### src/rtl/pe_pkg.sv
// Shared definitions for the PE instruction path: decoder opcodes,
// sequencer state encoding and instruction word field offsets.
package pe_pkg;

    // Decoder opcodes; any encoding not listed here decodes as LOAD.
    localparam logic [2:0] OP_LOAD   = 3'b000;
    localparam logic [2:0] OP_ADD    = 3'b001;
    localparam logic [2:0] OP_SUB    = 3'b010;
    localparam logic [2:0] OP_MUL    = 3'b100;
    localparam logic [2:0] OP_MULADD = 3'b101;
    localparam logic [2:0] OP_MULSUB = 3'b110;
    localparam logic [2:0] OP_MAX    = 3'b111;

    // Instruction word layout: {opcode, repeat}.
    localparam int OPC_W   = 3;
    localparam int REP_LSB = 0;

    // The opcode field sits directly above the repeat field.
    function automatic int opc_lsb(input int cnt_width);
        return REP_LSB + cnt_width;
    endfunction

    typedef enum logic [1:0] {
        SEQ_IDLE  = 2'd0,
        SEQ_ISSUE = 2'd1,
        SEQ_DRAIN = 2'd2,
        SEQ_DONE  = 2'd3
    } seq_state_t;

endpackage

### src/rtl/pe_inst_mem.sv
// Program storage for the instruction sequencer: synchronous write,
// asynchronous read, no reset so contents survive a sequencer reset.
module pe_inst_mem #(
    parameter int DEPTH = 16,
    parameter int WIDTH = 11
) (
    input  logic                     clk,
    input  logic                     we,
    input  logic [$clog2(DEPTH)-1:0] waddr,
    input  logic [WIDTH-1:0]         wdata,
    input  logic [$clog2(DEPTH)-1:0] raddr,
    output logic [WIDTH-1:0]         rdata
);

    logic [WIDTH-1:0] mem [DEPTH];

    // Write port: one entry per edge while enabled.
    always_ff @(posedge clk) begin
        if (we) begin
            mem[waddr] <= wdata;
        end
    end

    assign rdata = mem[raddr];

endmodule

### src/rtl/pe_inst_sequencer.sv
// Instruction sequencer for one PE: replays a stored (opcode, repeat)
// program into the PE decoder, one instruction per cycle, honours stall,
// and waits out the decoder pipeline before pulsing done.
// Optional feature macro: PE_SEQ_LOOP_EN adds loop_cnt and replays the
// whole program loop_cnt+1 times before the single drain/done.
//
// state     | meaning
// ----------+--------------------------------------------------------
// SEQ_IDLE  | waiting for start; program writes accepted
// SEQ_ISSUE | issuing entries, each repeat+1 times; stall withholds
// SEQ_DRAIN | no issue; waiting PIPE_DELAY cycles for decoder results
// SEQ_DONE  | completion; done/busy reflect it on the following cycle
module pe_inst_sequencer
    import pe_pkg::*;
#(
    parameter int INST_DEPTH = 16,
    parameter int CNT_WIDTH  = 8,
    parameter int PIPE_DELAY = 7
) (
    input  logic                          clk,
    input  logic                          rst,
    input  logic                          prog_we,
    input  logic [$clog2(INST_DEPTH)-1:0] prog_addr,
    input  logic [OPC_W+CNT_WIDTH-1:0]    prog_data,
    input  logic [$clog2(INST_DEPTH):0]   prog_len,
    input  logic                          start,
    input  logic                          stall,
`ifdef PE_SEQ_LOOP_EN
    input  logic [CNT_WIDTH-1:0]          loop_cnt,
`endif
    output logic                          inst_v,
    output logic [2:0]                    opcode,
    output logic                          busy,
    output logic                          done,
    output logic [$clog2(INST_DEPTH)-1:0] pc
);

    localparam int AW      = $clog2(INST_DEPTH);
    localparam int IW      = OPC_W + CNT_WIDTH;
    localparam int OPC_LSB = opc_lsb(CNT_WIDTH);
    localparam int DW      = (PIPE_DELAY > 1) ? $clog2(PIPE_DELAY + 1) : 1;

    seq_state_t           state;
    seq_state_t           state_nx;
    logic [AW:0]          len_q;
    logic [CNT_WIDTH-1:0] rep_cnt;
    logic [DW-1:0]        drain_cnt;
    logic [IW-1:0]        mem_rd;
    logic [2:0]           cur_opc;
    logic [CNT_WIDTH-1:0] cur_rep;
    logic                 mem_we;
    logic                 last_entry;
    logic                 last_pass;
    logic                 start_go;
    logic                 issue;
    logic                 entry_end;

    assign mem_we = prog_we && (state == SEQ_IDLE);

    pe_inst_mem #(
        .DEPTH (INST_DEPTH),
        .WIDTH (IW)
    ) u_mem (
        .clk   (clk),
        .we    (mem_we),
        .waddr (prog_addr),
        .wdata (prog_data),
        .raddr (pc),
        .rdata (mem_rd)
    );

    assign cur_opc    = mem_rd[OPC_LSB +: OPC_W];
    assign cur_rep    = mem_rd[REP_LSB +: CNT_WIDTH];
    assign last_entry = ({1'b0, pc} == (len_q - 1'b1));

`ifdef PE_SEQ_LOOP_EN
    logic [CNT_WIDTH-1:0] loop_q;

    assign last_pass = (loop_q == '0);

    // Remaining passes: loaded on start, decremented at each pass wrap.
    always_ff @(posedge clk or posedge rst) begin
        if (rst) begin
            loop_q <= '0;
        end else if (start_go) begin
            loop_q <= loop_cnt;
        end else if (issue && entry_end && last_entry && !last_pass) begin
            loop_q <= loop_q - 1'b1;
        end
    end
`else
    assign last_pass = 1'b1;
`endif

    // State register.
    always_ff @(posedge clk or posedge rst) begin
        if (rst) begin
            state <= SEQ_IDLE;
        end else begin
            state <= state_nx;
        end
    end

    // Next-state logic and per-edge control strobes.
    always_comb begin
        state_nx  = state;
        start_go  = 1'b0;
        issue     = 1'b0;
        entry_end = 1'b0;
        case (state)
            SEQ_IDLE: begin
                if (start) begin
                    start_go = 1'b1;
                    state_nx = (prog_len == '0) ? SEQ_DONE : SEQ_ISSUE;
                end
            end
            SEQ_ISSUE: begin
                if (!stall) begin
                    issue     = 1'b1;
                    entry_end = (rep_cnt == cur_rep);
                    if (entry_end && last_entry && last_pass) begin
                        state_nx = SEQ_DRAIN;
                    end
                end
            end
            SEQ_DRAIN: begin
                if (drain_cnt == '0) begin
                    state_nx = SEQ_DONE;
                end
            end
            SEQ_DONE: begin
                state_nx = SEQ_IDLE;
            end
            default: begin
                state_nx = SEQ_IDLE;
            end
        endcase
    end

    // Program position: pc and repeat counter advance on every issue;
    // pc returns to 0 after the last entry instead of stepping past it.
    always_ff @(posedge clk or posedge rst) begin
        if (rst) begin
            len_q   <= '0;
            pc      <= '0;
            rep_cnt <= '0;
        end else if (start_go) begin
            len_q   <= prog_len;
            pc      <= '0;
            rep_cnt <= '0;
        end else if (issue) begin
            if (entry_end) begin
                rep_cnt <= '0;
                pc      <= last_entry ? '0 : pc + 1'b1;
            end else begin
                rep_cnt <= rep_cnt + 1'b1;
            end
        end
    end

    // Drain timer: down-counter loaded as the final issue goes out.
    always_ff @(posedge clk or posedge rst) begin
        if (rst) begin
            drain_cnt <= '0;
        end else if (issue && (state_nx == SEQ_DRAIN)) begin
            drain_cnt <= DW'(PIPE_DELAY - 1);
        end else if ((state == SEQ_DRAIN) && (drain_cnt != '0)) begin
            drain_cnt <= drain_cnt - 1'b1;
        end
    end

    // Registered decoder interface and status; opcode holds when not issuing.
    always_ff @(posedge clk or posedge rst) begin
        if (rst) begin
            inst_v <= 1'b0;
            opcode <= OP_LOAD;
            busy   <= 1'b0;
            done   <= 1'b0;
        end else begin
            inst_v <= issue;
            if (issue) begin
                opcode <= cur_opc;
            end
            busy <= (state != SEQ_IDLE);
            done <= (state == SEQ_DONE);
        end
    end

endmodule

### config.mk
export PLATFORM = sky130hd
export DESIGN_NAME = pe_inst_sequencer
export DESIGN_NICKNAME = d
export VERILOG_FILES = /design/src/rtl/pe_pkg.sv /design/src/rtl/pe_inst_mem.sv /design/src/rtl/pe_inst_sequencer.sv
export SDC_FILE = /design/constraint.sdc
export NUM_CORES = 1
export LEC_CHECK = 0
export CAP_MARGIN = 20
export CORE_AREA = 2 2 128 130
export DETAILED_ROUTE_END_ITERATION = 16
export DIE_AREA = 0 0 130 132
export GPL_TIMING_DRIVEN = 0
export PLACE_DENSITY = 0.81
export SETUP_SLACK_MARGIN = 0.1
export SKIP_CTS_REPAIR_TIMING = 1
export SLEW_MARGIN = 20
export SYNTH_ARGS = -nofsm -noshare
export SYNTH_HDL_FRONTEND = slang
export SYNTH_SLANG_ARGS = --single-unit
### constraint.sdc
create_clock -name clk -period 2.7 [get_ports clk]
set_input_delay 0.405 -clock clk [delete_from_list [all_inputs] [get_ports clk]]
set_output_delay 0.405 -clock clk [all_outputs]
set_load 0.01 [all_outputs]
==> impl_metrics.toml <==
[clock_tree]
cts.clk_slew.worst_paths_ns = 0.06
clk_latency_ns = 0.49
cts_root_buf = "clkbuf_16"
cts.sinks = 204
buffers_from_clock_root_to_sink_at_most = 3
htreeDepth = 1
cts_made_buffers = 21
cts_tree = "yes"

[pwr]
share_clk_of_total_power = 0.348
power.share.switching = 0.251
combinationalPowerShare = 0.172
total_power_mw = 7.40
worst_ir_drop_vdd_uv = 478
p_sw_mw = 1.86
power_density_nw_per_um2 = 748
total_leakage_power_nw = 3.25
internal_power_mw = 5.54
p_seq_frac = 0.480

[yosys]
syn-cell-area_um2 = 8410
synthesis.nets = 515
synthMostInstantiatedCell = "edfxtp_1"
synth.top_cell.area_share = 0.628
syn_inst_count = 485
synth-async-reset-ratio = 0.137
postSynthRegisterBits = 204
synthesis.area_per_instance_um2 = 17.3
netlist-cell-type-count = 50
post-synth-top-area-cell = "edfxtp_1"
seq_area_frac_synth = 0.711
post_synth_main_area_contributors = "edfxtp_1 (63%), mux4_2 (9.4%), dfrtp_1 (8.3%), mux2i_1 (3.4%), xor2_1 (2.1%)"
netlist_top_cells_count = "edfxtp_1 (176), mux4_2 (35), mux2i_1 (29), dfrtp_1 (28), nand2_1 (27)"
synth_edf_count = 176
ys.flop_type = "edfxtp_1"
synth.yosys.warnings = 0

[detailed_routing]
first_iter_violations = 514
detailroute.via_count = 4685
drt-vias-per-instance = 5.97
wl_per_cell_um = 22.9
detail_route.drc_violations = 0
wl_final_um = 18000
drt-pass1-iter-count = 5
antenna_violating_nets_left = 0

[floorplan]
die_height_um = 132
floorplan.initialDensity = 0.536
pin_count = 35
total_die_area_um2 = 17200
rows = 46
die_width_um = 130
core_um2 = 15700

[setup_path]
setup.worst_path.class = "reg -> reg"
crit_path_start_kind = "register"
cp_num_buf_inv = 1
critical_path.top_delay_family = "compound AO/OA/AOI/OAI gates"
crit_path_max_incr_delay_ns = 0.49
worst_setup_path_end_kind = "register"
crit-reg2reg-launch = "pc[0]"
setup.worst_path.start = "pc[0]"
critPathMaxFanout = 6
arrival_ns = 3.65
path_cells = "buf_8 > mux4_2 > and2_4 > or3_4 > a221o_1 > a2111oi_4 > o21ai_4 > or4b_1 > a21boi_1"
critical-path-slowest-cell = "mux4_2"
cp.required_ns = 3.12

[grt]
grt_remaining_overflow = 0
grt_use_met3 = 0.0349
grt_antenna_before_repair = 0
grt_pass1_wl_um = 27100
grt_util_all_layers = 0.212
first_global_vias = 4733
most_used_routing_layer = "met2"
globalRouteMet1Util = 0.295
grt_max_degree = 29
gr-usage-met2 = 0.343

[final_layout]
drive_above_1_share = 0.220
fill_cells = 1088
final_antenna_diode_count = 0
final-seq-area_um2 = 5990
flow.area_growth_from_synthesis_pct = 17.5
post-route-util = 0.629
multi_input_comb_area_um2 = 2380
finish.net_count = 585

[status]
run_status = "finished, violations left"
failed_checks = "setup timing"

[timing]
post-route-period-util = 1.20
max_freq_mhz = 309
finalMaxSlewViolations = 0
timing.final.setup_violations = 18
finalWorstPathRequiredPeriod_ns = 3.24
skew_ns = 0.00807
worst_pin_slew_ns = 0.943
relSlewSlack = 0.370
finalHoldViolCount = 0
setup_ws_ns = -0.538
grt_setup_unrepaired = "true"

[placement]
gp_routability_congestion = 0.821
place_hpwl_um = 11900
port_buffers = 34

[flow_run]
cap_viol_max_count = 0

[worst_hold_path]
hold_path.class = "in -> async"
-- power by group through the flow --
stage / logic (mW) / clock network (mW) / registers, mW
2_1_floorplan: 0.891 / 0 / 3.60
3_3_place_gp: 1.17 / 0 / 3.61
3_5_place_dp: 1.21 / 0 / 3.61
4_1_cts: 1.22 / 2.62 / 3.55
5_1_grt: 1.37 / 2.74 / 3.56
6_report: 1.27 / 2.57 / 3.55
-- logic make-up after synthesis --
group,Yosys count,synth area share
AOI/OAI and AO/OA,42,0.0364
DFF,204,0.711
muxes,69,0.137
and+or+nand+nor,106,0.0623
buffers and inverters,31,0.0167
xor gates and xnor gates,28,0.0291
adders and majority gates,5,0.00743
-- flip-flops by register name, summed over array words and instances (netlist names), 2 cells and up --
| signal | flops |
|---|---|
| state | 2 |
| opcode | 3 |
| drain_cnt | 3 |
| rep_cnt | 8 |
| pc | 4 |
| u_mem.mem | 176 |
| len_q | 5 |
-- layout make-up --
class / instances / share of cell area
flip-flops and latches: 204 / 0.606
multi-input cells: 250 / 0.241
clock buffers: 24 / 0.0543
repair buffers: 47 / 0.0466
well taps: 216 / 0.0273
plain buffers: 21 / 0.0140
clock inverters: 13 / 0.00734
inverters: 10 / 0.00380
-- path summary, 6_finish.rpt --
| kind | endpoint | slack, ns | depth (start not counted) |
|---|---|---|---|
| setup / recovery | pc[2] | -0.54 | 9 |
| hold reg to reg | opcode[1] | 0.48 | 2 |
| max in group asynchronous | pc[0] | 1.99 | 2 |
| hold / removal | inst_v | 0.30 | 2 |
| setup reg to reg | pc[2] | -0.54 | 9 |
| min in group clk | opcode[1] | 0.48 | 2 |
-- per-stage QoR --
stage	setup WS, ns	TNS (ns)	hold WS, ns	area [µm²]	cells
2_1_floorplan	-0.321	-1.07	0.470	8430	485
4_1_cts	-0.966	-13.71	0.485	9780	780
5_1_grt	-0.617	-7.69	0.338	9890	785
6_report	-0.538	-5.06	0.296	9890	785
3_5_place_dp	-0.934	-13.25	0.471	9170	743
3_3_place_gp	-0.822	-46.61	0.459	9040	735
-- routing by layer --
| layer | wire length, µm | part of all wire |
|---|---|---|
| met5 | 0 | 0 |
| met2 | 8920 | 0.50 |
| met1 | 7390 | 0.41 |
| met4 | 485 | 0.027 |
| met3 | 1170 | 0.065 |
-- layout by cell type (no fill, tap or decap), types with 4 or more instances in the layout --
cell             count
edfxtp_1           176
mux4_2              35
clkdlybuf4s50_1     34
mux2i_1             29
nand2_1             27
dfrtp_1             26
clkbuf_16           21
xor2_1              20
nor2_2              14
nand3_1             10
o21ai_0             10
buf_6               10
buf_4                9
nor2_1               9
clkbuf_1             8
xnor2_1              8
nor3_1               8
inv_1                8
clkinv_1             6
and3_1               5
a22oi_1              5
ha_1                 5
buf_1                4
and2_1               4
nor2b_1              4
nand2b_1             4
mux2_2               4
nor3_2               4
clkinvlp_4           4
(Power assumes the default switching activity.)
